## src/rtl/reg_file.sv

```systemverilog
// Register file with two combinational read ports and one write port. r0 is hardwired to zero.
// A write in the current cycle is forwarded to matching read ports, except while reset is high.
module reg_cell #(
    parameter int N = 32
) (
    input  logic         i_clk,
    input  logic         i_rst,
    input  logic         wen,
    input  logic [N-1:0] wd,
    output logic [N-1:0] q
);
    always_ff @(posedge i_clk or posedge i_rst) begin
        if (i_rst)
            q <= '0;
        else if (wen)
            q <= wd;
    end
endmodule

module reg_file #(
    parameter int N = 32,
    parameter int M = 5
) (
    input  logic         i_clk,
    input  logic         i_rst,
    input  logic [M-1:0] i_ra1,
    input  logic [M-1:0] i_ra2,
    output logic [N-1:0] o_rd1,
    output logic [N-1:0] o_rd2,
    input  logic         i_we,
    input  logic [M-1:0] i_wa,
    input  logic [N-1:0] i_wd
);
    localparam int DEPTH = 2 ** M;

    // Entry 0 has no storage. It is tied to zero so that read muxing stays uniform.
    logic [DEPTH-1:0][N-1:0] regs;

    assign regs[0] = '0;

    for (genvar i = 1; i < DEPTH; i++) begin : g_reg
        reg_cell #(.N(N)) u_cell (
            .i_clk (i_clk),
            .i_rst (i_rst),
            .wen   (i_we && (i_wa == M'(i))),
            .wd    (i_wd),
            .q     (regs[i])
        );
    end

    function automatic logic [N-1:0] rd_sel(input logic [M-1:0] ra);
        logic [N-1:0] v;
        v = regs[ra];
        if (i_rst || ra == '0)
            v = '0;
        else if (i_we && i_wa == ra)
            v = i_wd;
        return v;
    endfunction

    always_comb begin
        o_rd1 = rd_sel(i_ra1);
        o_rd2 = rd_sel(i_ra2);
    end
endmodule

```

## config.mk

```make
export PLATFORM = sky130hd
export DESIGN_NAME = reg_file
export DESIGN_NICKNAME = d
export VERILOG_FILES = /design/src/rtl/reg_file.sv
export SDC_FILE = /design/constraint.sdc
export NUM_CORES = 2
export LEC_CHECK = 0
export ABC_CLOCK_PERIOD_IN_PS = 98400
export BUFFER_PORTS_ARGS = -buffer_cell sky130_fd_sc_hd__buf_2
export CAP_MARGIN = 0
export CORE_UTILIZATION = 60
export DETAILED_ROUTE_END_ITERATION = 6
export PLACE_DENSITY = 0.77
export SYNTH_ARGS = -nofsm -noshare
export SYNTH_HDL_FRONTEND = slang
export SYNTH_SLANG_ARGS = --single-unit
```

## constraint.sdc

```tcl
create_clock -name i_clk -period 98.4 [get_ports i_clk]
set_input_delay 19.68 -clock i_clk [delete_from_list [all_inputs] [get_ports i_clk]]
set_output_delay 19.68 -clock i_clk [all_outputs]
set_load 0.1 [all_outputs]
```

Word level (Yosys, flattened, before mapping). Cells that the tools add are included.

Register bits after elaboration: 992. Latch bits: 0. Bits in writable memories: 0. Memory bits (read-only): 0. Input bits: 50. Output and inout port bits: 64. Logic and storage cells: 111. Memories kept: 0.

Add/subtract/negate cells: 0. $mul: 0. Div/mod/pow operators: 0. Magnitude comparators: 2. Equality and inequality tests: 33. Shift operators: 0. Multiplexer cells: 8. Bitwise logic cells: 0. Reductions and logical operators: 37.

Operators by type and width (count): binary-select mux 32 bit (select 5 bit) (2); two-way mux 32 bit (6); == test 5 bit, second input constant (16); == test 5 x 4 -> 1 bit, second input constant (8); logical AND 1 bit (33); == test 5 x 3 -> 1 bit, second input constant (4); less-than comparator 5 x 6 -> 1 bit, second input constant (2); == test 5 x 2 -> 1 bit, second input constant (2); == test 5 bit (2); logical NOT 5 bit (2); == test 5 x 1 -> 1 bit, second input constant (1); logical OR 1 bit (2).

Logic depth before layout (Yosys ltp).
Word-level depth: 4. Gate-level depth with buffers: 9. Mapped depth without buffers: 5.

Cells and area by module. A second synthesis with hierarchy kept.

Cell total of the unflattened synthesis: 3716. Area total of the unflattened synthesis: 58909.0 um^2.

Modules (own cells, without submodules): reg_cell (instances 31, cells each 69, area each 1348.8 um^2, seq. area each 800.8 um^2); reg_file (instances 1, cells each 1577, area each 17096.4 um^2, seq. area each 0.0 um^2).

Least setup slack after synthesis. OpenSTA, ideal clock, no wires.

Path kind: input -> output. From: input i_rst. To: output o_rd1[30]. Arrival time: 45.891 ns. Data required time: 78.720 ns. Path slack: 32.829 ns. Cell stages on the path: 4. Path buffers: 1. Cells stage by stage: inv_1 > o41ai_4 > clkbuf_1 > a311oi_1.

Cells in the longest elaborated chain, start to end: 2.

Ends and longest elaborated chain: from (decl) (line 25) `input logic i_rst,`; logical OR 1 bit (line 54) `if (i_rst || ra == '0)`; two-way mux 32 bit (line 54); to (decl) (line 28) `output logic [N-1:0] o_rd1,`.

No other way between the ends.

Final worst setup path.
From: input i_ra2[1]. To: output o_rd2[17].

Cells in the longest elaborated chain, start to end: 4. Elaborated cells on any way between the ends: 8. Those cells by class: eq/ne (1); mux (4); reduce/logical (3).

Ends and longest elaborated chain: from (decl) (line 27) `input logic [M-1:0] i_ra2,`; binary-select mux 32 bit (select 5 bit) or == test 5 bit (tied branches) (line 53, 56); two-way mux 32 bit (implied by the code) or logical AND 1 bit (tied branches) (line 53, 56); two-way mux 32 bit (line 56) `else if (i_we && i_wa == ra)`; two-way mux 32 bit (*) (line 54); to (decl) (line 29) `output logic [N-1:0] o_rd2,`.

Every way passes the cells marked *; elsewhere a longest branch is shown, timed or not. The select of a mux whose other input is x is not followed.

==> results.py <==
metrics = {
    "sta": {
        "min_period_ns": 44.23,
        "clock.fmax_ghz": 0.02261,
        "slew_viol_final": 0,
        "skew_ns": 0,
        "finalHoldViolations": 0,
        "tns_ns": 0,
        "rsz0062_at_grt": "false",
        "relSlewSlack_pct": 20.14,
        "setup_violations": 0,
        "fin_crit_sh_pct": 44.94,
        "worst_pin_slew_ns": 1.195,
    },
    "clock_network": {
        "cts_resized": 0,
        "worstSkewPairLatency_ns": 0.66,
        "path_clk_slew_ns": 0.06,
        "cts_setup_buffers": 0,
        "cts_tree": "built",
        "cts_buffers": 103,
        "cts_sinks": 992,
        "cts-root-buf": "clkbuf_16",
        "cts_max_path_buffers": 3,
        "ctsHoldBuffers": 0,
        "cts_max_level": 3,
    },
    "power": {
        "power.density_nw_per_um2": 20.49,
        "cellLeakagePower_nw": 25.46,
        "vdd_drop_max_mv": 0.01773,
    },
    "cells_and_area": {
        "largest_register_ff_count": 992,
        "top_regs": "g.u_cell.q: 992 flops",
        "final_util_pct": 65.78,
        "layout.nets": 3693,
        "drive_gt1_share_pct": 46.32,
        "fill_cells": 6362,
        "area.growth.synth_to_final_pct": 8.265,
        "top_register": "g.u_cell.q",
    },
    "die": {
        "die_h_um": 301.6,
        "top_level_ports": 114,
        "die_w_um": 301.6,
        "die-area_um2": 90970,
        "rows": 109,
        "core_area_um2": 88650,
        "start_util_pct": 60.76,
    },
    "synthesis": {
        "syn_inst": 3749,
        "synth_area_leader_cell": "dfrtp_1",
        "ys.flop_type": "dfrtp_1",
        "syn_nets": 3799,
        "syn_area_um2": 53860,
        "syn_avg_cell_area_um2": 14.37,
        "yosysWarningCount": 0,
        "synth_area_leaders": "dfrtp_1, mux2_2, mux4_2",
        "netlist_top_cells_count": "dfrtp_1, mux2_2, mux4_2",
        "seq_area_frac_synth_pct": 46.09,
        "synth_top_area_share_pct": 46.09,
        "synthMostInstantiatedCell": "dfrtp_1",
        "ys_types": 60,
        "synth_seq_cells": 992,
        "synth-edff-count": 0,
        "synthArstFlopShare_pct": 100.0,
    },
    "setup_path": {
        "path_common_cell": "buf_4",
        "start_kind": "input pin",
        "cp_data_required_time_ns": 78.72,
        "r2r_start": "g_reg[24].u_cell.q[1]",
        "rrSetupSlack_ns": 97.56,
        "reg2reg_depth": 1,
        "reg2reg_to": "g_reg[24].u_cell.q[1]",
        "worst-path-max-fanout": 70,
        "cpPeakStageDelay_ns": 0.84,
        "arrival_ns": 24.55,
        "end_kind": "output pin",
        "cp_slowest_cell": "nor3b_4",
        "path_cells": "buf_8, buf_4, buf_4, nor3b_4, buf_4, o2bb2ai_1, o21bai_1, a22o_1, o21ai_1, buf_2",
        "critical_path_class": "input pin to output pin",
    },
    "worst_hold_path": {
        "hold_end": "g_reg[28].u_cell.q[25]",
        "hold_path_depth": 1,
        "hp-start": "g_reg[28].u_cell.q[25]",
        "hold_class": "flop to flop",
    },
    "route": {
        "drt_iter0_markers": 4326,
        "drc_errors": 8,
        "avgViaCountPerCell": 7.450,
        "postRouteAntennaNets": 0,
        "via_count": 36500,
        "wirelength_mm": 169.7,
        "routedWlPerCell_um": 34.63,
        "dr.pass1.iters": 7,
    },
    "global_route": {
        "grt_use_total_pct": 38.22,
        "grt_overflow": 0,
        "grt_antenna_before_repair": 14,
        "grt_pass1_wl_mm": 253.1,
        "grt_start_max_net_pins": 176,
        "grt_pass1_vias": 37070,
    },
    "placement": {
        "dp_hpwl_mm": 97.31,
        "routabilityCongestion": 0.8562,
        "port_buffers": 113,
    },
    "run_status": {
        "status": "finished with violations",
        "failed_checks": "DRC",
    },
    "run": {
        "drv_cap": 0,
    },
}
==> critical path, delay by kind of cell <==
| family | cells | cell delay, ns |
|---|---|---|
| buffers and inverters | 5 | 2.79 |
| AOI/OAI and AO/OA | 4 | 1.01 |
| and+or+nand+nor | 1 | 0.84 |
==> layout make-up <==
| cell class | instances | area [µm²] | area share [%] |
|---|---|---|---|
| Clock buffer | 158 | 3027 | 5.190 |
| Inverter | 4 | 22.52 | 0.03862 |
| Sequential cell | 992 | 24820 | 42.57 |
| Antenna cell | 10 | 25.02 | 0.04291 |
| Clock inverter | 28 | 232.7 | 0.3991 |
| Multi-Input combinational cell | 2342 | 27410 | 47.00 |
| Tap cell | 1165 | 1458 | 2.500 |
| Timing Repair Buffer | 200 | 1319 | 2.261 |
==> cell usage in the layout, fill, tap and decap left out, types with 36 or more instances in the layout <==
cell type,instances
mux2_1,113
o22ai_1,72
nand2_1,36
o221ai_1,74
mux4_2,375
mux2_2,944
a21oi_1,38
a22o_1,44
nor2_1,70
dfrtp_1,992
o21ai_0,43
buf_2,105
buf_4,87
clkbuf_16,105
mux2i_1,222
==> layer usage <==
layer  vias up  wire length, µm  GRT usage, %
met5         -               70             0
met4        12            10190         20.74
met3       582            20500         11.75
met2      2246            75650         55.60
met1     19230            63250         51.58
li1      14420                -             -
==> kinds of logic after synthesis <==
family	count (synthesis)	synth area share (%)
compound gates	465	6.499
flops	992	46.09
simple gates	213	1.858
buf+inv	415	3.491
xor+xnor	10	0.1626
mux	1654	41.90
==> how the worst max path moves through the flow <==
stage / from / end / slack (ns) / cells after the start
2_1_floorplan: i_rst / o_rd1[30] / 32.83 / 4
3_3_place_gp: i_ra2[1] / o_rd2[17] / 54.53 / 10
3_5_place_dp: i_ra2[1] / o_rd2[17] / 54.48 / 10
4_1_cts: i_ra2[1] / o_rd2[17] / 54.47 / 10
5_1_grt: i_ra2[1] / o_rd2[17] / 54.24 / 10
6_report: i_ra2[1] / o_rd2[17] / 54.17 / 10
==> per-stage QoR <==
step	instance area (µm²)	total power [mW]	std cells	hold WS [ns]	worst slack [ns]
finish	58320	1.195	4899	0.5061	54.17
global route	58300	1.240	4893	0.5289	54.24
CTS	58290	1.194	4889	0.5119	54.47
detailed placement	55030	0.8131	4703	0.4934	54.48
global placement	55030	0.8012	4703	0.4855	54.53
floorplan	53860	0.7473	3749	0.4705	32.83
==> where the power goes <==
| part | total [mW] | switching, mW | internal, mW |
|---|---|---|---|
| clock network | 0.383 | 0.165 | 0.219 |
| registers | 0.547 | 0.0585 | 0.488 |
| logic | 0.265 | 0.124 | 0.141 |
| total | 1.19 | 0.347 | 0.848 |
Note: power is estimated with default switching activity, not from simulation.
